### src/rtl/spi_fsm.sv
// spi_fsm: slave-side SPI transaction sequencer driving address latch, data memory, shift-register load and MISO enables
module spi_fsm #(
   parameter int width = 8
) (
   input  logic clk,
   input  logic reset,
   input  logic cs,
   input  logic sclkPosEdge,
   input  logic sclkNegEdge,
   input  logic rwBit,
   output logic addrWE,
   output logic dmWE,
   output logic srLoad,
   output logic misoBufe,
   output logic busy
);
   localparam int CW = $clog2(width) + 1;
   localparam logic [CW-1:0] LAST = CW'(width - 1);
   typedef enum logic [3:0] {
      IDLE, GET_ADDR, GOT_ADDR, READ_WAIT, READ_LOAD, READ_SHIFT, WRITE_SHIFT, WRITE_MEM, DONE
   } state_t;
   state_t state_q, state_d;
   logic [CW-1:0] cnt_q, cnt_d;
   always_ff @(posedge clk) begin
      if (reset) begin
         state_q <= IDLE;
         cnt_q   <= '0;
      end else begin
         state_q <= state_d;
         cnt_q   <= cnt_d;
      end
   end
   always_comb begin
      state_d = state_q;
      cnt_d   = cnt_q;
      case (state_q)
         IDLE: begin
            cnt_d   = '0;
            state_d = cs ? IDLE : GET_ADDR;
         end
         GET_ADDR: if (sclkPosEdge) begin
            cnt_d   = cnt_q + 1'b1;
            state_d = (cnt_q == LAST) ? GOT_ADDR : GET_ADDR;
         end
         GOT_ADDR: begin
            cnt_d   = '0;
            state_d = rwBit ? READ_WAIT : WRITE_SHIFT;
         end
         READ_WAIT: state_d = READ_LOAD;
         READ_LOAD: state_d = READ_SHIFT;
         READ_SHIFT: if (sclkNegEdge) begin
            cnt_d   = cnt_q + 1'b1;
            state_d = (cnt_q == LAST) ? DONE : READ_SHIFT;
         end
         WRITE_SHIFT: if (sclkPosEdge) begin
            cnt_d   = cnt_q + 1'b1;
            state_d = (cnt_q == LAST) ? WRITE_MEM : WRITE_SHIFT;
         end
         WRITE_MEM: state_d = DONE;
         DONE: state_d = cs ? IDLE : DONE;
         default: begin
            state_d = IDLE;
            cnt_d   = '0;
         end
      endcase
      // chip-select release beats any edge pulse or terminal count
      if (cs && state_q != IDLE) begin
         state_d = IDLE;
         cnt_d   = '0;
      end
   end
   assign addrWE   = (state_q == GOT_ADDR);
   assign dmWE     = (state_q == WRITE_MEM);
   assign srLoad   = (state_q == READ_LOAD);
   assign misoBufe = (state_q == READ_SHIFT);
   assign busy     = (state_q != IDLE);
endmodule

### config.mk
export PLATFORM = sky130hd
export DESIGN_NAME = spi_fsm
export DESIGN_NICKNAME = d
export VERILOG_FILES = /design/src/rtl/spi_fsm.sv
export SDC_FILE = /design/constraint.sdc
export NUM_CORES = 1
export LEC_CHECK = 0
export CAP_MARGIN = 25
export CORE_UTILIZATION = 30
export DETAILED_ROUTE_END_ITERATION = 6
export SKIP_CTS_REPAIR_TIMING = 1
export SYNTH_ARGS = -nofsm -noshare
export SYNTH_HDL_FRONTEND = slang
export SYNTH_SLANG_ARGS = --single-unit
### constraint.sdc
create_clock -name clk -period 3.9 [get_ports clk]
set_input_delay 0.78 -clock clk [delete_from_list [all_inputs] [get_ports clk]]
set_output_delay 0.78 -clock clk [all_outputs]
set_load 0.01 [all_outputs]
==> results.json, run 1 <==
{
  "slew_violations": 0,
  "cp.arrival_ns": 1.81,
  "slowest_delay_ns": 0.65,
  "comb_power_share_pct": 18.5,
  "rows": 15,
  "die_y_um": 46.7,
  "synthMuxAreaShare_pct": 1.67,
  "synthCells": 81,
  "endpoint_kind": "primary output",
  "powerDensity_nw_per_um2": 247,
  "cpLargestDelayFamily": "flip-flops",
  "cts_tree": "done",
  "hold_ws_ns": 0.485,
  "antenna_left": 0,
  "crit_buf_inv": 1,
  "grt_max_degree": 17,
  "dp_hpwl_mm": 1.01,
  "p_int_mw": 0.135,
  "ys_ff_latch": 8,
  "timing.rr.end": "state_q[2]",
  "reg2reg_depth": 5,
  "startpoint": "state_q[2]",
  "drv_cap": 0,
  "drc": 0,
  "clock_latency_ns": 0.25,
  "cts_sinks": 8,
  "rrSetupSlack_ns": 2.02,
  "ir_drop_mv": 0.158,
  "synth_top_family_by_area": "simple AND/OR/NAND/NOR gates",
  "p_clk_share_pct": 33.5,
  "initial_utilization_pct": 33.3,
  "clk_path_buf_depth": 2,
  "wire_per_inst_um": 11.7,
  "slowest_stage": "dfxtp_1",
  "numCtsBuffers": 3,
  "setup_viol": 0,
  "post-place-ws_ns": 1.47,
  "vias": 645,
  "syn_avg_cell_area_um2": 7.40,
  "p_seq_share_pct": 48.0,
  "post-route-util_pct": 40.8,
  "htree_levels": 1,
  "io_buffers": 10,
  "yosysUniqueCellTypes": 35,
  "yosys.area_share.simple_pct": 36.5,
  "holdPathStages": 2,
  "syn_nets": 88,
  "grt_pass1_wl_mm": 2.30,
  "cts-root-buf": "clkbuf_4",
  "hold_end": "cnt_q[3]",
  "yosysSeqAreaShare_pct": 26.7,
  "drtIter0Drc": 19,
  "required_ns": 3.12,
  "dpl_cell_area_um2": 712,
  "yosysWarningCount": 0,
  "synth_flop_cell": "dfxtp_1",
  "synth-compound-area-share_pct": 27.1,
  "fp.dieArea_um2": 2180,
  "worst_pin_slew_ns": 0.525,
  "async_reset_ff_share_pct": 0,
  "finalHoldViolations": 0,
  "layout_setup_ws_ns": 1.31,
  "die_w_um": 46.7,
  "routed_via_density": 5.61,
  "critical_path_class": "register to primary output",
  "path_cells": "nand2_1 -> nor3_1 -> clkdlybuf4s50_1",
  "gp_congestion": 0.781,
  "post_synth_fa_ha_maj_area_fraction_pct": 2.09,
  "p_sw_mw": 0.0465,
  "coreArea_um2": 1800,
  "skew_ns": 0.000689,
  "antenna_found_initial": 0,
  "grt_overflow": 0,
  "fin_crit_ns": 2.59,
  "io_pins": 11,
  "hold_path_class": "register to register",
  "fin_area_um2": 734,
  "synth_edf_count": 0,
  "clock.fmax_mhz": 387,
  "clkTransAtPathRegs_ns": 0.05,
  "crit_fanout": 16,
  "synth_xor_area_share_pct": 1.46,
  "layout_common_cells": "nor2_1 (10), clkdlybuf4s50_1 (10), nand2_1 (9)",
  "grt_pass1_vias": 577,
  "drive_above_1_share_pct": 6.67,
  "post-route-period-util_pct": 66.3,
  "drt_wl_total_mm": 1.35,
  "rsz0062_at_grt": "false",
  "nets": 99,
  "p_leak_nw": 0.274,
  "firstDrtPassIters": 4,
  "p_sw_share_pct": 25.6,
  "finalSetupTns_ns": 0,
  "reg2reg_from": "state_q[1]",
  "min_from": "cnt_q[3]",
  "fill_cells": 208,
  "status": "complete, no violations",
  "slew_headroom_pct": 64.9,
  "grt_usage_pct": 14.9,
  "syn-cell-area_um2": 599,
  "antennaDiodeCount": 0,
  "area_growth_pct": 22.5,
  "startpoint_type": "register"
}
per-layer routing:
layer | vias up | routed length, um | GRT usage, %
met2 | 28 | 620 | 24.7
met5 | - | 0 | 0
met4 | 0 | 14 | 8.00
li1 | 318 | - | -
met1 | 297 | 639 | 18.2
met3 | 2 | 75 | 2.35
cell usage after synthesis (2+ instances only):
cell type | count | area (um^2)
dfxtp_1 | 8 | 160
clkbuf_1 | 3 | 11.3
nor3_1 | 3 | 15.0
nor2b_1 | 4 | 25.0
nand2b_1 | 2 | 12.5
nand3_1 | 2 | 10.0
and3_1 | 2 | 12.5
inv_1 | 2 | 7.51
o211ai_1 | 2 | 15.0
o22ai_1 | 2 | 12.5
a21oi_1 | 5 | 25.0
nand2_1 | 9 | 33.8
o21ai_0 | 6 | 30.0
nor2_1 | 10 | 37.5
area by class of cell:
type                            instances  area (um^2)  share of cell area (%)
Clock buffer                            3         22.5                    3.07
Sequential cell                         8          160                    21.8
Inverter                                2         7.51                    1.02
Tap cell                               25         31.3                    4.26
Multi-Input combinational cell         67          413                    56.2
Timing Repair Buffer                   10          100                    13.6
power by group through the flow:
stage / combinational [mW] / clock [mW] / sequential, mW
CTS: 0.0332 / 0.0640 / 0.0871
global route: 0.0374 / 0.0696 / 0.0874
floorplan: 0.0243 / 0 / 0.0857
detailed placement: 0.0331 / 0 / 0.0888
global placement: 0.0324 / 0 / 0.0888
finish: 0.0336 / 0.0608 / 0.0871
kinds of logic (layout without fill, tap and decap cells):
family | after synthesis | in the layout
AO/OA/AOI/OAI | 24 | 24
XOR/XNOR | 1 | 1
adder cells (fa/ha/maj) | 1 | 1
buffers and inverters | 6 | 15
flip-flops | 8 | 8
multiplexers | 1 | 1
AND/OR/NAND/NOR | 40 | 40
tightest hold or removal path, cell delays in order (launching register included):
cell and delay, ns:
dfxtp_1 0.31, o21ai_0 0.07, a21oi_1 0.06
state kept, by name (all words and copies together) (netlist names):
register / flops
cnt_q: 4
state_q: 4
how the worst max path moves through the flow:
stage	endpoint	slack, ns	cells after the start
2_1_floorplan	misoBufe	2.04	3
3_3_place_gp	state_q[2]	1.54	6
3_5_place_dp	state_q[2]	1.47	6
4_1_cts	misoBufe	1.31	3
5_1_grt	misoBufe	1.16	3
6_report	misoBufe	1.31	3
through the flow:
| step | total power [mW] | cells |
|---|---|---|
| after floorplan | 0.110 | 81 |
| after global placement | 0.121 | 112 |
| after detailed placement | 0.122 | 112 |
| after CTS | 0.184 | 115 |
| after global routing | 0.194 | 115 |
| final | 0.182 | 115 |
No activity file was read; power rests on OpenSTA's default activity.
==> run 2: changes to the inputs <==
==> constraint.sdc (replaced) <==
create_clock -name clk -period 2.55 [get_ports clk]
set_input_delay 0.51 -clock clk [delete_from_list [all_inputs] [get_ports clk]]
set_output_delay 0.51 -clock clk [all_outputs]
set_load 0.01 [all_outputs]
==> results.json, run 2 (synthesis gave the netlist of run 1 again) <==
{
  "ir_drop_mv": 0.257,
  "slowest_stage": "clkdlybuf4s50_1",
  "fin_crit_ns": 2.24,
  "rrSetupSlack_ns": 0.74,
  "antennaDiodeCount": 0,
  "reg2reg_depth": 5,
  "firstDrtPassIters": 4,
  "cts-root-buf": "clkbuf_4",
  "hold_path_class": "register to register",
  "drt_wl_total_mm": 1.44,
  "reg_top3": "cnt_q: 4 flops, state_q: 4 flops",
  "wire_per_inst_um": 12.3,
  "powerDensity_nw_per_um2": 373,
  "routed_via_density": 5.28,
  "grt_util_met3_pct": 1.18,
  "cp.arrival_ns": 1.73,
  "startpoint_type": "register",
  "cts_tree": "done",
  "io_buffers": 10,
  "antenna_found_initial": 0,
  "clock.fmax_mhz": 447,
  "post-route-period-util_pct": 87.7,
  "nets": 101,
  "clk_path_buf_depth": 2,
  "crit_end": "misoBufe",
  "finalSetupTns_ns": 0,
  "drive_above_1_share_pct": 8.70,
  "die_w_um": 46.7,
  "skew_ns": 0.00445,
  "crit_buf_inv": 1,
  "gp_congestion": 0.809,
  "numCtsBuffers": 3,
  "endpoint_kind": "primary output",
  "layout_common_cells": "nor2_1 (10), clkdlybuf4s50_1 (10), nand2_1 (9)",
  "slowest_delay_ns": 0.56,
  "met2_usage_pct": 23.9,
  "crit_fanout": 12,
  "layout_setup_ws_ns": 0.314,
  "path_depth": 3,
  "path_cells": "nand2_1 -> nor3_1 -> clkdlybuf4s50_1",
  "grt_pass1_wl_mm": 2.35,
  "multi_input_area_um2": 413,
  "dp_hpwl_mm": 1.05,
  "met1_usage_pct": 20.4,
  "fp.dieArea_um2": 2180,
  "hold_ws_ns": 0.492,
  "grt_overflow": 0,
  "busiest_layer": "met2",
  "clkTransAtPathRegs_ns": 0.06,
  "cpLargestDelayFamily": "buffers and inverters",
  "grt_pass1_vias": 557,
  "slew_headroom_pct": 69.7,
  "htree_levels": 1,
  "cts_sinks": 8,
  "rsz0062_at_grt": "false",
  "worst_pin_slew_ns": 0.454,
  "vias": 618,
  "drv_cap": 0,
  "grt_usage_pct": 15.3,
  "status": "complete, no violations",
  "startpoint": "state_q[2]",
  "area_growth_pct": 25.1,
  "coreArea_um2": 1800,
  "fill_cells": 195,
  "grt_max_degree": 17,
  "drc": 0,
  "rows": 15,
  "p_leak_nw": 0.284,
  "slew_violations": 0,
  "timing.rr.end": "state_q[2]",
  "clock_latency_ns": 0.25,
  "drtIter0Drc": 13,
  "post-place-ws_ns": 0.396,
  "antenna_left": 0,
  "die_y_um": 46.7,
  "finalHoldViolations": 0,
  "required_ns": 2.04,
  "initial_utilization_pct": 33.3,
  "seq_area_um2": 160,
  "critical_path_class": "register to primary output",
  "p_total_mw": 0.280,
  "io_pins": 11,
  "setup_viol": 0,
  "reg2reg_from": "state_q[1]"
}
## run 2: how the worst min path moves through the flow
stage,slack [ns],from,depth (start not counted),to
after floorplan,0.45,cnt_q[3],2,cnt_q[3]
after global placement,0.47,cnt_q[3],2,cnt_q[3]
after detailed placement,0.48,cnt_q[3],2,cnt_q[3]
after CTS,0.49,cnt_q[3],2,cnt_q[3]
after global routing,0.54,cnt_q[3],2,cnt_q[3]
final,0.49,cnt_q[3],2,cnt_q[3]
## run 2: cell type report
cell class,count,area share (%)
Multi-Input combinational cell,67,55.1
Timing Repair Buffer,12,15.4
Tap cell,25,4.17
Clock buffer,3,3.01
Sequential cell,8,21.4
Inverter,2,1.00
## run 2: metrics by stage
step	cells	instance area (um^2)	util [%]
after floorplan	81	599	-
after global placement	114	727	40.3
after detailed placement	114	727	40.3
after CTS	117	749	41.6
after global routing	117	749	41.6
final	117	749	41.6
## run 2: where the power goes
group	switching [mW]	leakage, nW	internal (mW)	total, mW
Clock	0.0418	0.0138	0.0538	0.0956
Combinational	0.0261	0.206	0.0252	0.0513
Sequential	0.00525	0.0648	0.128	0.133
Total	0.0732	0.284	0.207	0.280
## run 2: routing by layer
layer	share of wire (%)	vias up
li1	-	321
met1	50	278
met2	45	19
met3	4.2	0
met4	0	0
met5	0	-
## run 2: worst reg2reg max path, stage by stage (launching register included)
cell and delay (ns):
dfxtp_1 0.60, nand2b_4 0.26, nor2_2 0.05, a221o_1 0.35, or3b_1 0.37, a21oi_1 0.11
==> run 3: changes to the inputs <==
--- a/config.mk
+++ b/config.mk
@@ -8,7 +8,6 @@
 export CAP_MARGIN = 25
 export CORE_UTILIZATION = 30
 export DETAILED_ROUTE_END_ITERATION = 6
-export SKIP_CTS_REPAIR_TIMING = 1
 export SYNTH_ARGS = -nofsm -noshare
 export SYNTH_HDL_FRONTEND = slang
 export SYNTH_SLANG_ARGS = --single-unit
==> results of run 3 <==
Same layout as run 2: the final DEF is identical, and so are final timing and power.
